<file path="src/rtl/local_ram_pkg.sv">
// Shared definitions for the local RAM arbiter: port identifiers and default widths.
package local_ram_pkg;

   localparam int ADDR_W_DEF = 11;
   localparam int DATA_W_DEF = 32;

   // The numeric value doubles as the bit index into the grant/request vectors.
   typedef enum logic {
      PORT_I = 1'b0,
      PORT_D = 1'b1
   } port_e;

endpackage

</file>
<file path="src/rtl/local_ram_arb_rr_arb2.sv">
// Two-request round-robin arbiter; bit 0 is the instruction port, bit 1 the data port.
module rr_arb2
   import local_ram_pkg::*;
(
   input  logic       clk,
   input  logic       reset,
   input  logic [1:0] req,
   input  logic       advance,
   output logic [1:0] gnt
);

   port_e last_grant;

   always_comb begin
      gnt = 2'b00;
      case (req)
         2'b01:   gnt = 2'b01;
         2'b10:   gnt = 2'b10;
         // On conflict the port that did not win last time goes first.
         2'b11:   gnt = (last_grant == PORT_I) ? 2'b10 : 2'b01;
         default: gnt = 2'b00;
      endcase
   end

   always_ff @(posedge clk) begin
      if (reset) begin
         last_grant <= PORT_I;
      end else if (advance) begin
         last_grant <= gnt[1] ? PORT_D : PORT_I;
      end
   end

endmodule

</file>
<file path="src/rtl/local_ram_arb.sv">
// Shares the single-ported local RAM between the instruction-fetch and data buses,
// one access per cycle, returning registered read data to the port that asked.
module local_ram_arb
   import local_ram_pkg::*;
#(
   parameter int ADDR_W = ADDR_W_DEF,
   parameter int DATA_W = DATA_W_DEF
) (
   input  logic                clk,
   input  logic                reset,

   input  logic                i_req_valid,
   output logic                i_req_ready,
   input  logic [ADDR_W-1:0]   i_req_addr,
   output logic                i_rsp_valid,
   output logic [DATA_W-1:0]   i_rsp_rdata,

   input  logic                d_req_valid,
   output logic                d_req_ready,
   input  logic                d_req_wr,
   input  logic [DATA_W/8-1:0] d_req_be,
   input  logic [ADDR_W-1:0]   d_req_addr,
   input  logic [DATA_W-1:0]   d_req_wdata,
   output logic                d_rsp_valid,
   output logic [DATA_W-1:0]   d_rsp_rdata,

   output logic [DATA_W/8-1:0] ram_wr,
   output logic                ram_rd,
   output logic [ADDR_W-1:0]   ram_addr,
   output logic [DATA_W-1:0]   ram_wdata,
   input  logic [DATA_W-1:0]   ram_rdata
);

   // Handshake: a request transfers in the cycle where its valid and ready are
   // both high. Ready is combinational, at most one is high per cycle, and it is
   // never high without its own valid. Read data returns one cycle later with no
   // backpressure; writes complete at the handshake and return nothing.

   logic [1:0] req;
   logic [1:0] gnt;
   logic       pend_valid;
   port_e      pend_port;

   // Masking requests during reset keeps readies and RAM strobes low.
   assign req = reset ? 2'b00 : {d_req_valid, i_req_valid};

   rr_arb2 u_arb (
      .clk     (clk),
      .reset   (reset),
      .req     (req),
      .advance (|gnt),
      .gnt     (gnt)
   );

   assign i_req_ready = gnt[PORT_I];
   assign d_req_ready = gnt[PORT_D];

   always_comb begin
      ram_wr    = '0;
      ram_rd    = 1'b0;
      ram_addr  = '0;
      ram_wdata = '0;
      if (gnt[PORT_I]) begin
         ram_rd   = 1'b1;
         ram_addr = i_req_addr;
      end else if (gnt[PORT_D]) begin
         ram_addr = d_req_addr;
         if (d_req_wr) begin
            ram_wr    = d_req_be;
            ram_wdata = d_req_wdata;
         end else begin
            ram_rd = 1'b1;
         end
      end
   end

   always_ff @(posedge clk) begin
      if (reset) begin
         pend_valid <= 1'b0;
         pend_port  <= PORT_I;
      end else begin
         pend_valid <= gnt[PORT_I] | (gnt[PORT_D] & ~d_req_wr);
         pend_port  <= gnt[PORT_D] ? PORT_D : PORT_I;
      end
   end

   // A read still in flight when reset rises is dropped, not delivered.
   assign i_rsp_valid = pend_valid & (pend_port == PORT_I) & ~reset;
   assign d_rsp_valid = pend_valid & (pend_port == PORT_D) & ~reset;
   assign i_rsp_rdata = ram_rdata;
   assign d_rsp_rdata = ram_rdata;

endmodule

</file>
<file path="config.mk">
export PLATFORM = sky130hd
export DESIGN_NAME = local_ram_arb
export DESIGN_NICKNAME = d
export VERILOG_FILES = /design/src/rtl/local_ram_pkg.sv /design/src/rtl/local_ram_arb_rr_arb2.sv /design/src/rtl/local_ram_arb.sv
export SDC_FILE = /design/constraint.sdc
export NUM_CORES = 1
export LEC_CHECK = 0
export CORE_AREA = 2 2 82 84
export CTS_BUF_LIST = sky130_fd_sc_hd__clkbuf_4
export DETAILED_ROUTE_END_ITERATION = 6
export DIE_AREA = 0 0 84 86
export GPL_ROUTABILITY_DRIVEN = 0
export GPL_TIMING_DRIVEN = 0
export HOLD_SLACK_MARGIN = 0.05
export PLACE_DENSITY = 0.74
export SKIP_CTS_REPAIR_TIMING = 1
export SYNTH_ARGS = -nofsm -noshare
export SYNTH_HDL_FRONTEND = slang
export SYNTH_SLANG_ARGS = --single-unit
</file>
<file path="constraint.sdc">
create_clock -name clk -period 2.2 [get_ports clk]
set_input_delay 0.66 -clock clk [delete_from_list [all_inputs] [get_ports clk]]
set_output_delay 0.66 -clock clk [all_outputs]
set_load 0.01 [all_outputs]
</file>
==> metrics.cfg <==
[outcome]
status = finished, violations left
violations = negative setup slack

[timing]
finalHoldViolations = 0
max_freq_ghz = 0.423
holdWs_ps = 520
period_minus_slack_ps = 2360
rsz0062_at_grt = true
slew_headroom_pct = 84.1
setup_viol = 47
post-route-period-util_pct = 107
setup_slack_ps = -164
worst_slew_pin_slew_ps = 238
clock_skew_ps = 5.37
slew_violations = 0

[critical_path]
cp_max_fo = 5
critPathLaunchType = input pin
worstPathArrival_ps = 1700
worstPathRequired_ps = 1540
critPathKind = in2out
rr_worst_depth = 4
endpoint_kind = output pin

[final_layout]
area_growth_pct = 195
fillers = 612
final_area_um2 = 3050
drive_gt1_share_pct = 41.2
multi_input_area_um2 = 524
fin_nets = 433
diodes = 0
ff_latch_area_um2 = 60.1

[drt]
ant_nets = 0
vias_per_cell = 4.05
dr_total_vias = 1676
routedWlPerCell_um = 13.2
dr.pass1.iters = 5
wirelength_mm = 5.45
drt_iter0_drc = 29
drc = 0

[placement]
dpl_cell_area_um2 = 2910
dpl.hpwl_mm = 4.49
port_buffers = 178

[floorplan]
dieArea_um2 = 7220
core_um2 = 6280
die_w_um = 84
start_util_pct = 16.5
die_y_um = 86
rows = 29
ios = 211

[clock_network]
cts_sinks = 3
clk_pin_slew_ps = 30
htree_levels = 1
clk_latency_ps = 240
cts_made_buffers = 3
cts_tree = built
cts_root_buffer = clkbuf_4
clk_path_buf_depth = 2

[logic_synthesis]
ys_types = 15
syn_avg_cell_area_um2 = 6.98
yosys.area.top_type = buf_4
synth-simple-area-share_pct = 33.4
synth-adder-area-share_pct = 0
synth_area_leaders = buf_4 46%, and2_1 22%, a32oi_1 9.3%
syn_area_um2 = 1030
synthCells = 148
synth_top_family_by_area = buffers and inverters
synth_compound_area_share_pct = 11.0
synth_mux_area_share_pct = 0
synth-xor-area-share_pct = 0
yosysWarnings = 0
seq_area_frac_synth_pct = 5.81
ys_ff_latch = 3
synth_top_cell_area_share_pct = 46.5
syn-num-nets = 243

[pwr]
power_density_nw_per_um2 = 228
p_leak_nw = 1.65
ir_drop_mv = 0.112

[flow_run]
cap_violations = 0

[global_route]
grt_usage_pct = 12.7
grt_max_degree = 11
met3_usage_pct = 3.75
gr-total-overflow = 0
antenna_found_initial = 0
grt_pass1_wl_mm = 7.68
grt_use_met2_pct = 25.4
grt_pass1_vias = 1701
busiest_layer = met2
grt_use_met1_pct = 12.8

[worst_hold_path]
hold_depth = 2
min_path_type = reg2reg

## cell type report
type | instances | share of cell area [%]
Timing Repair Buffer | 184 | 58.8
Multi-Input combinational cell | 74 | 17.2
Sequential cell | 3 | 1.97
Buffer | 72 | 17.9
Tap cell | 77 | 3.16
Clock buffer | 4 | 0.985
## cells in the final DEF (no fill, tap or decap)
cell / count
and2_4: 15
buf_6: 19
buf_4: 72
nor2_1: 13
nand2_1: 1
a32oi_1: 10
a32oi_2: 1
and3b_1: 1
clkbuf_2: 22
nor3b_1: 3
clkdlybuf4s50_1: 122
dfxtp_1: 3
a21boi_2: 1
dlymetal6s2s_1: 18
buf_8: 1
and2_1: 22
a21oi_1: 2
and4bb_4: 1
nor3_1: 1
nand2b_1: 2
and4bb_2: 1
clkbuf_4: 5
buf_2: 1
## stage by stage
step | utilization (%) | TNS (ps) | power [W] | std cells | worst slack [ps]
finish | 48.6 | -5220 | 0.000696 | 414 | -164
global placement | 46.4 | -57030 | 0.000561 | 403 | -1220
floorplan | - | 0 | 0.000258 | 148 | 21.4
detailed placement | 46.4 | -57970 | 0.000569 | 403 | -1220
global route | 48.6 | -7890 | 0.000742 | 414 | -218
CTS | 46.9 | -58380 | 0.000685 | 407 | -1230
## path summary, 6_finish.rpt
kind,startpoint,to,slack (ps)
setup reg to reg,u_arb.last_grant,pend_valid,1140
setup / recovery,i_req_valid,ram_wdata[19],-160
hold reg to reg,u_arb.last_grant,u_arb.last_grant,520
hold / removal,u_arb.last_grant,u_arb.last_grant,520
## kinds of logic after synthesis
| family | after synthesis |
|---|---|
| flip-flops | 3 |
| AO/OA/AOI/OAI | 14 |
| buffers and inverters | 72 |
| AND/OR/NAND/NOR | 59 |
## report_power, final
group	switching [W]	internal, W	total (W)
Clock	0.0000301	0.0000803	0.000110
Sequential	0.00000220	0.0000587	0.0000608
Combinational	0.000167	0.000357	0.000524
## Yosys cell counts
cell type and number:
dfxtp_1 3, a21boi_0 1, nor2_1 13, nor3b_1 3, clkbuf_2 3, clkbuf_1 5
and4bb_2 1, nor3_1 1, nand2_1 1, nand2b_1 2, and2_1 37, buf_4 64
and3b_1 1, a21oi_1 2, a32oi_1 11
## flip-flops by register name, summed over array words and instances (netlist names)
| name | count |
|---|---|
| pend_port | 1 |
| pend_valid | 1 |
| u_arb.last_grant | 1 |
## worst max-delay path, stage by stage
cell and delay (ps):
buf_8 100, and2_4 140, and4bb_4 350, buf_6 110, buf_6 100, and2_4 140
buf_6 90
## layer usage
layer	share of wire (%)	vias to the layer above
li1	-	797
met1	36	748
met2	53	127
met3	10	4
met4	0.75	0
met5	0	-
Note: power is estimated with default switching activity, not from simulation.
